--- src/rtl/imem_port_arbiter.sv ---
// imem_port_arbiter
// Shares one single-port, synchronous-read instruction memory between the CPU
// fetch stage and the program loader/debug port. At most one access is granted
// per cycle. Ties are resolved round-robin, and the loader can hold a bounded
// lock. Each response returns to its owner exactly one cycle after the grant.
module imem_port_arbiter #(
    parameter int IDX_W    = 8,
    parameter int LOCK_MAX = 16
) (
    input  logic             clk,
    input  logic             rst,

    // CPU fetch port
    input  logic             f_req,
    input  logic [31:0]      f_addr,
    output logic             f_gnt,
    output logic             f_rvalid,
    output logic [31:0]      f_rdata,
    output logic             f_err,

    // Loader / debug port
    input  logic             l_req,
    input  logic             l_we,
    input  logic             l_lock,
    input  logic [31:0]      l_addr,
    input  logic [31:0]      l_wdata,
    output logic             l_gnt,
    output logic             l_rvalid,
    output logic [31:0]      l_rdata,
    output logic             l_err,

    // Memory side
    output logic             mem_en,
    output logic             mem_we,
    output logic [IDX_W-1:0] mem_idx,
    output logic [31:0]      mem_wdata,
    input  logic [31:0]      mem_rdata
);

    localparam int               CNT_W      = $clog2(LOCK_MAX + 1);
    localparam logic [CNT_W-1:0] LOCK_MAX_C = CNT_W'(LOCK_MAX);
    localparam logic [CNT_W-1:0] CNT_ONE    = CNT_W'(1);

    // last_owner FSM: records which requester received the most recent grant
    typedef enum logic {
        OWNER_FETCH  = 1'b0,
        OWNER_LOADER = 1'b1
    } owner_e;

    owner_e           state_q, state_d;
    logic [CNT_W-1:0] lock_cnt_q, lock_cnt_d;

    // Response pipeline: describes the transaction granted in the previous cycle
    logic             resp_valid_q, resp_valid_d;
    owner_e           resp_owner_q, resp_owner_d;
    logic             resp_err_q, resp_err_d;
    logic             resp_we_q, resp_we_d;

    logic             f_addr_err;
    logic             l_addr_err;
    logic             resp_data_ok;

    // An address is rejected when it is not word aligned or when it lies beyond the memory depth
    assign f_addr_err = (f_addr[1:0] != 2'b00) || (f_addr[31:IDX_W+2] != '0);
    assign l_addr_err = (l_addr[1:0] != 2'b00) || (l_addr[31:IDX_W+2] != '0);

    // Arbitration, next last_owner and lock counter (the combinational half of the FSM)
    always_comb begin
        // NOTE: every signal gets a default before any branch, so no path can leave it unassigned and infer a latch.
        f_gnt      = 1'b0;
        l_gnt      = 1'b0;
        state_d    = state_q;
        lock_cnt_d = lock_cnt_q;

        // Grants are suppressed while reset is asserted, so no memory access occurs in a reset cycle.
        if (!rst) begin
            if (f_req && !l_req) begin
                f_gnt = 1'b1;
            end else if (l_req && !f_req) begin
                l_gnt = 1'b1;
            end else if (f_req && l_req) begin
                if (lock_cnt_q == LOCK_MAX_C) begin
                    // The lock budget is used up, so the waiting fetch gets one slot.
                    f_gnt = 1'b1;
                end else if (state_q == OWNER_LOADER && l_lock) begin
                    l_gnt = 1'b1;
                end else if (state_q == OWNER_LOADER) begin
                    f_gnt = 1'b1;
                end else begin
                    l_gnt = 1'b1;
                end
            end
        end

        if (l_gnt) begin
            state_d = OWNER_LOADER;
        end else if (f_gnt) begin
            state_d = OWNER_FETCH;
        end

        // The count saturates at LOCK_MAX. A loader that holds the lock alone therefore still yields once a fetch arrives.
        if (f_gnt || !l_lock) begin
            lock_cnt_d = '0;
        end else if (l_gnt && lock_cnt_q != LOCK_MAX_C) begin
            lock_cnt_d = lock_cnt_q + CNT_ONE;
        end
    end

    // last_owner and lock counter registers (the sequential half of the FSM)
    always_ff @(posedge clk or posedge rst) begin
        if (rst) begin
            state_q    <= OWNER_FETCH;
            lock_cnt_q <= '0;
        end else begin
            // NOTE: sequential state uses non-blocking assignment, so every flop samples pre-edge values.
            state_q    <= state_d;
            lock_cnt_q <= lock_cnt_d;
        end
    end

    // Drive the memory from the granted requester; all memory signals stay at zero when idle
    always_comb begin
        mem_en    = 1'b0;
        mem_we    = 1'b0;
        mem_idx   = '0;
        mem_wdata = '0;
        if (f_gnt) begin
            mem_en  = !f_addr_err;
            mem_idx = f_addr[IDX_W+1:2];
        end else if (l_gnt) begin
            mem_en    = !l_addr_err;
            mem_we    = l_we;
            mem_idx   = l_addr[IDX_W+1:2];
            mem_wdata = l_wdata;
        end
    end

    // Describe the granted transaction so the response can be routed next cycle
    always_comb begin
        resp_valid_d = f_gnt || l_gnt;
        resp_owner_d = OWNER_FETCH;
        resp_err_d   = 1'b0;
        resp_we_d    = 1'b0;
        if (l_gnt) begin
            resp_owner_d = OWNER_LOADER;
            resp_err_d   = l_addr_err;
            resp_we_d    = l_we;
        end else if (f_gnt) begin
            resp_err_d   = f_addr_err;
        end
    end

    // Response pipeline registers; reset discards any response still pending
    always_ff @(posedge clk or posedge rst) begin
        if (rst) begin
            resp_valid_q <= 1'b0;
            resp_owner_q <= OWNER_FETCH;
            resp_err_q   <= 1'b0;
            resp_we_q    <= 1'b0;
        end else begin
            resp_valid_q <= resp_valid_d;
            resp_owner_q <= resp_owner_d;
            resp_err_q   <= resp_err_d;
            resp_we_q    <= resp_we_d;
        end
    end

    // Route the response to its owner. Read data passes through only for a successful read.
    always_comb begin
        resp_data_ok = resp_valid_q && !resp_err_q && !resp_we_q;

        f_rvalid = resp_valid_q && (resp_owner_q == OWNER_FETCH);
        f_err    = f_rvalid && resp_err_q;
        f_rdata  = (f_rvalid && resp_data_ok) ? mem_rdata : '0;

        l_rvalid = resp_valid_q && (resp_owner_q == OWNER_LOADER);
        l_err    = l_rvalid && resp_err_q;
        l_rdata  = (l_rvalid && resp_data_ok) ? mem_rdata : '0;
    end

endmodule

--- config.mk ---
export PLATFORM = sky130hd
export DESIGN_NAME = imem_port_arbiter
export DESIGN_NICKNAME = d
export VERILOG_FILES = /design/src/rtl/imem_port_arbiter.sv
export SDC_FILE = /design/constraint.sdc
export NUM_CORES = 1
export LEC_CHECK = 0
export ABC_AREA = 1
export BUFFER_PORTS_ARGS = -buffer_cell sky130_fd_sc_hd__buf_2
export CAP_MARGIN = 30
export CORE_AREA = 2 2 94 96
export DETAILED_ROUTE_END_ITERATION = 8
export DIE_AREA = 0 0 96 98
export HOLD_SLACK_MARGIN = 0.15
export PLACE_DENSITY_LB_ADDON = 0.05
export SYNTH_ARGS = -nofsm -noshare
export SYNTH_HDL_FRONTEND = slang
export SYNTH_SLANG_ARGS = --single-unit
--- constraint.sdc ---
create_clock -name clk -period 1.7 [get_ports clk]
set_input_delay 0.34 -clock clk [delete_from_list [all_inputs] [get_ports clk]]
set_output_delay 0.34 -clock clk [all_outputs]
set_load 0.03 [all_outputs]
-- After elaboration in Yosys (flattened, before gate mapping)
Index checks and enable logic that the tools add are counted.
- bits in registers: 10
- input port bits: 134
- output and inout bits: 112
- logic and storage cells: 71
- add/subtract/negate cells: 1
- equal/unequal tests: 2
- multiplexer cells: 31
- bitwise operators: 1
- reduce and logical (&&, ||, !) cells: 30
- operators with widths (kind ; count):
    2-to-1 mux 32 bit ; 4
    nonzero test 22 bit ; 2
    2-to-1 mux 1 bit ; 23
    2-to-1 mux 8 bit ; 2
    logical AND 1 bit ; 13
    2-to-1 mux 5 bit ; 2
    nonzero test 2 bit ; 4
    logical NOT 1 bit ; 7
    adder 5 x 1 -> 5 bit, second input constant ; 1
    equality test 5 bit, second input constant ; 1
    inequality test 5 bit, second input constant ; 1
    logical OR 1 bit ; 4
    inverter 1 bit ; 1

-- Longest topological paths before layout
- word-level depth: 10
- gate-level depth with buffers: 10
- mapped depth without buffers: 10

-- Worst setup path before layout
No wires, ideal clock.
- path kind: flip-flop to output port
- from: register resp_owner_q
- to: output port f_rdata[10]
- arrival: 1.650 ns
- required time: 1.360 ns
- slack: -0.290 ns
- cell stages (with the launch flop): 5
- buffers on the path: 1
- cells stage by stage: dfrtp_1 nor2_1 nand2_1 buf_2 nor2_1
- cells in the longest elaborated chain, start to end: 4
- RTL lines (element ; line ; RTL):
    start: declaration ; 55 ; owner_e resp_owner_q, resp_owner_d;
    start signal: assignment ; 162 ; resp_owner_q <= resp_owner_d;
    inverter 1 bit ; 172 ; f_rvalid = resp_valid_q && (resp_owner_q == OWNER_FETCH);
    logical AND 1 bit ; 172 ;
    net f_rvalid ; 17 ; output logic f_rvalid,
    logical AND 1 bit ; 174 ; f_rdata = (f_rvalid && resp_data_ok) ? mem_rdata : '0;
    2-to-1 mux 32 bit ; 174 ;
    end: declaration ; 18 ; output logic [31:0] f_rdata,
The timed path passes the listed nets, and every way through them passes these cells.

-- Worst setup path after layout
- from: register lock_cnt_q[0]
- to: output port mem_wdata[1]
- cells in the longest elaborated chain, start to end: 8
- elaborated cells between the ends (all ways): 13
- those cells by class: eq/ne (1); mux (12)
- RTL lines (element ; line ; RTL):
    start: declaration ; 51 ; logic [CNT_W-1:0] lock_cnt_q, lock_cnt_d;
    start signal: assignment ; 117 ; lock_cnt_q <= lock_cnt_d;
    equality test 5 bit * ; 82 ; if (lock_cnt_q == LOCK_MAX_C) begin
    2-to-1 mux 1 bit ; 82 ;
    2-to-1 mux 1 bit ; 81 ; end else if (f_req && l_req) begin
    2-to-1 mux 1 bit ; 79 ; end else if (l_req && !f_req) begin
    2-to-1 mux 1 bit ; 77 ; if (f_req && !l_req) begin
    2-to-1 mux 1 bit ; 76 ; if (!rst) begin
    2-to-1 mux 32 bit ; 130 ; end else if (l_gnt) begin
    2-to-1 mux 32 bit * ; 127 ; if (f_gnt) begin
    end: declaration ; 36 ; output logic [31:0] mem_wdata,
Mark *: on every way between the ends. The rest lies on a longest branch, timed or not.

==> results_tabular.tex <==
\begin{tabular}{lr}
\hline
Metric & Value \\
\hline
\multicolumn{2}{l}{\textbf{GRT}} \\
First-pass GRT wire length & 12.48 mm \\
Global-route usage over all layers & 16.33\% \\
Vias in the first global route & approximately 2800 \\
Pin count of the biggest net entering global routing & 33 \\
Number of antenna violations at the first check in global routing & 0 \\
Grt ovf & 0 \\
\multicolumn{2}{l}{\textbf{Die}} \\
Die W & roughly 96 um \\
Io pins & between 200 and 250 \\
Die outline area & roughly 0.0094 mm\^{}2 \\
Die height & $\sim$98 um \\
Initial cell density of the core & about a fifth \\
Rows & 34 \\
Area inside the core boundary & 0.008466 mm\^{}2 \\
\multicolumn{2}{l}{\textbf{Layout}} \\
Final Cell Area & around 0.0051 mm\^{}2 \\
Net total in the final layout & 733 \\
Synthesis-to-layout area growth & 202.4\% \\
Antenna cells & 0 \\
Multi-input logic area & a little under 0.002 mm\^{}2 \\
Seq. cell area & between 200 and 300 um\^{}2 \\
Count of fill cells added during filler insertion & between 700 and 800 \\
Share of final-layout standard cells stronger than drive strength 1 & 74.16\% \\
\multicolumn{2}{l}{\textbf{Clocking}} \\
Buffer levels on the longest clock path & 2 \\
Cts-stage hold buffer count & 0 \\
TritonCTS buffer count & 3 \\
TritonCTS clock tree & built \\
Clock-pin slew on the worst setup and hold paths & $\sim$0.050 ns \\
Number of sinks handled by clock tree synthesis & 10 \\
Root cell of the clock tree & sky130\_fd\_sc\_hd\_\_clkbuf\_8 \\
Clock latency of the later-clocked register in the worst-skew pair & 0.24 ns \\
Maximum level of the CTS H-tree & 1 \\
\multicolumn{2}{l}{\textbf{Synth}} \\
Biggest area consumer among synthesized cells & sky130\_fd\_sc\_hd\_\_nor2\_1 \\
Commonest register cell after synthesis & sky130\_fd\_sc\_hd\_\_dfrtp\_1 \\
Number of warnings printed during yosys synthesis & 0 \\
Dominant cells by area after synthesis & sky130\_fd\_sc\_hd\_\_nor2\_1, sky130\_fd\_sc\_hd\_\_inv\_1, sky130\_fd\_sc\_hd\_\_dfrtp\_1 \\
Post-synthesis sequential element count & 10 \\
Mean Syn Cell Area & 5.332 um\^{}2 \\
Number of library cell types mapped by synthesis & 24 \\
Synth Area in XOR/XNOR & about 1.6\% \\
Share of cell area taken by muxes after synthesis & 0\% \\
Area share of the largest cell type after synthesis & between 20\% and 30\% \\
Async set-or-reset flop fraction in the synthesized netlist & 100.0\% \\
Count of flip-flops with a built-in enable after synthesis & 0 \\
Post-synth net total & approximately 450 \\
Compound-gate portion of the synthesized area & between 3 and 4\% \\
Synth Area in Adders & about 1.5\% \\
Part of the Yosys area used for sequential elements & around 15\% \\
Largest family of logic cells by synthesized area & simple AND/OR/NAND/NOR gates \\
Post-Syn Instances & roughly 320 \\
Combined area of all synthesized cells & 0.001690 mm\^{}2 \\
Top post-synthesis cells by count & sky130\_fd\_sc\_hd\_\_nor2\_1, sky130\_fd\_sc\_hd\_\_inv\_1, sky130\_fd\_sc\_hd\_\_nand2\_1 \\
Count leader, synth & sky130\_fd\_sc\_hd\_\_nor2\_1 \\
Basic-gate share of the synthesized area counting and, or, nand and nor cells & between 50\% and 60\% \\
\multicolumn{2}{l}{\textbf{STA}} \\
Final number of setup-violating endpoints & between 100 and 150 \\
Max-slew headroom & 71.57\% \\
Worst Tran Pin Value & $\sim$0.43 ns \\
Unrepaired setup endpoints after global routing & true \\
Final worst path period need & slightly below 2 ns \\
Worst Hold Slack & 0.1648 ns \\
Number of hold violations in the final report & 0 \\
Final clock skew & roughly 0.0015 ns \\
Part of the cycle the worst path needs & 114.9\% \\
Peak clock frequency supported by timing & 511.9 MHz \\
Post-route worst setup slack & -0.2534 ns \\
Final-report max-slew violation count & 0 \\
\multicolumn{2}{l}{\textbf{Routing}} \\
Number of design-rule violations left by the first detailed-router iteration & between 60 and 70 \\
Antenna Violating Nets Remaining & 0 \\
Residual DRC & 0 \\
Vias after detailed routing & just under 3000 \\
Pre-Repair DR Iteration Count & 4 \\
Average vias per placed instance & 4.166 \\
Mean routed wirelength per cell & 13.16 um \\
Routed wire length & 9.264 mm \\
\multicolumn{2}{l}{\textbf{Placement}} \\
Cell area reported after detailed placement & 0.003467 mm\^{}2 \\
Final HPWL from detailed placement & around 6.0 mm \\
Weighted congestion at the end of routability-driven global placement & between 0.7 and 0.8 \\
Count of input and output buffers & between 200 and 250 \\
\multicolumn{2}{l}{\textbf{Power and ir drop}} \\
Total power per unit cell area & between 300 and 400 mW/mm\^{}2 \\
Maximum ir drop on the vdd rail & $\sim$180 uV \\
Reported leakage power & about 0.0027 uW \\
\multicolumn{2}{l}{\textbf{Flow run}} \\
Maximum capacitance violations & 0 \\
\multicolumn{2}{l}{\textbf{Outcome}} \\
Status & complete, but fails checks \\
Violated checks & negative setup slack \\
\multicolumn{2}{l}{\textbf{Setup path}} \\
Endpoint class of the critical path & primary output \\
Biggest fanout along the worst timing path & 5 \\
Required time of the critical path & roughly 1.4 ns \\
Startpoint class of the critical path & flop \\
Kind of critical path & flop to primary output \\
Worst path arrival time & between 1.5 and 2 ns \\
\multicolumn{2}{l}{\textbf{Hold path}} \\
Worst min-delay path category & input port to async pin \\
\hline
\end{tabular}
timing repair:
action	in CTS	in global routing
setup buffers	9	3
gates cloned	5	6
gates resized for setup	281	119
pin swaps	14	7
endpoints found under the setup margin	108	109
worst max-delay path, cell delays in order (launching register included):
cell and delay [ns]:
sky130_fd_sc_hd__dfrtp_1 0.36, sky130_fd_sc_hd__inv_2 0.05, sky130_fd_sc_hd__ha_4 0.15, sky130_fd_sc_hd__nand2_2 0.05, sky130_fd_sc_hd__inv_2 0.04, sky130_fd_sc_hd__nand2_4 0.06, sky130_fd_sc_hd__nand2_4 0.06, sky130_fd_sc_hd__nand2_4 0.10
sky130_fd_sc_hd__nand2_8 0.10, sky130_fd_sc_hd__clkbuf_16 0.19, sky130_fd_sc_hd__nor2_4 0.08, sky130_fd_sc_hd__buf_6 0.13
cell usage in the layout, fill, tap and decap left out, drive strengths merged:
cell,count
o211ai,1
nand4,4
nand3,8
a21boi,1
nand2,59
xnor2,1
inv,79
nor3,2
ha,2
buf,280
xor2,2
clkinv,1
dfrtp,10
o21ai,2
clkbuf,7
nor2,136
a21oi,1
flip-flops by register name (all words and copies together), names as in the netlist:
signal	count
state_q	1
resp_we_q	1
resp_owner_q	1
resp_valid_q	1
lock_cnt_q	5
resp_err_q	1
power by group:
part	total [uW]	leakage (uW)	internal, uW	switching (uW)
Combinational	1110	0.00253	480	625
Clock	302	0.0000288	204	97.6
Sequential	262	0.000133	251	10.5
path summary, 6_finish.rpt:
kind | startpoint | endpoint | slack (ns) | depth (start not counted)
worst min register to register | state_q | state_q | 0.56 | 2
worst max-delay path | lock_cnt_q[0] | mem_wdata[1] | -0.25 | 11
min in group clk | l_lock | lock_cnt_q[4] | 0.39 | 3
max in group asynchronous | rst | lock_cnt_q[3] | 1.24 | 2
worst max register to register | lock_cnt_q[0] | resp_err_q | 0.16 | 11
worst min-delay path | rst | lock_cnt_q[1] | 0.16 | 2
routing by layer:
metal	vias to the layer above	GRT usage, %	wire [um]
met4	0	4.396	204
met1	1286	15.92	2949
met5	-	0	0
li1	1458	-	-
met3	19	2.932	818
met2	170	33.44	5292
cell families after synthesis:
| group | count (synthesis) |
|---|---|
| compound gates | 5 |
| buf+inv | 89 |
| simple gates | 208 |
| xor+xnor | 3 |
| fa+ha+maj | 2 |
| flops | 10 |
per-stage QoR:
step / util [%] / total power, uW / setup TNS [ns] / std cells / worst slack [ns]
after floorplan: - / 726.9 / -3.690 / 317 / -0.1127
after global placement: 40.95 / 1032 / -1.955 / 681 / -0.1091
after detailed placement: 40.95 / 1039 / -2.700 / 681 / -0.1361
after CTS: 54.86 / 1573 / -15.98 / 699 / -0.3079
after global routing: 60.39 / 1769 / -24.91 / 704 / -0.3395
final: 60.39 / 1669 / -16.62 / 704 / -0.2534
layout make-up:
class                           instances  area share [%]
Tap cell                              108           2.643
Multi-Input combinational cell        219           38.08
Clock buffer                            4           1.077
Timing Repair inverter                  1          0.1224
Timing Repair Buffer                  283           47.28
Sequential cell                        10           4.895
Inverter                               79           5.898
Note: power is estimated with default switching activity, not from simulation.
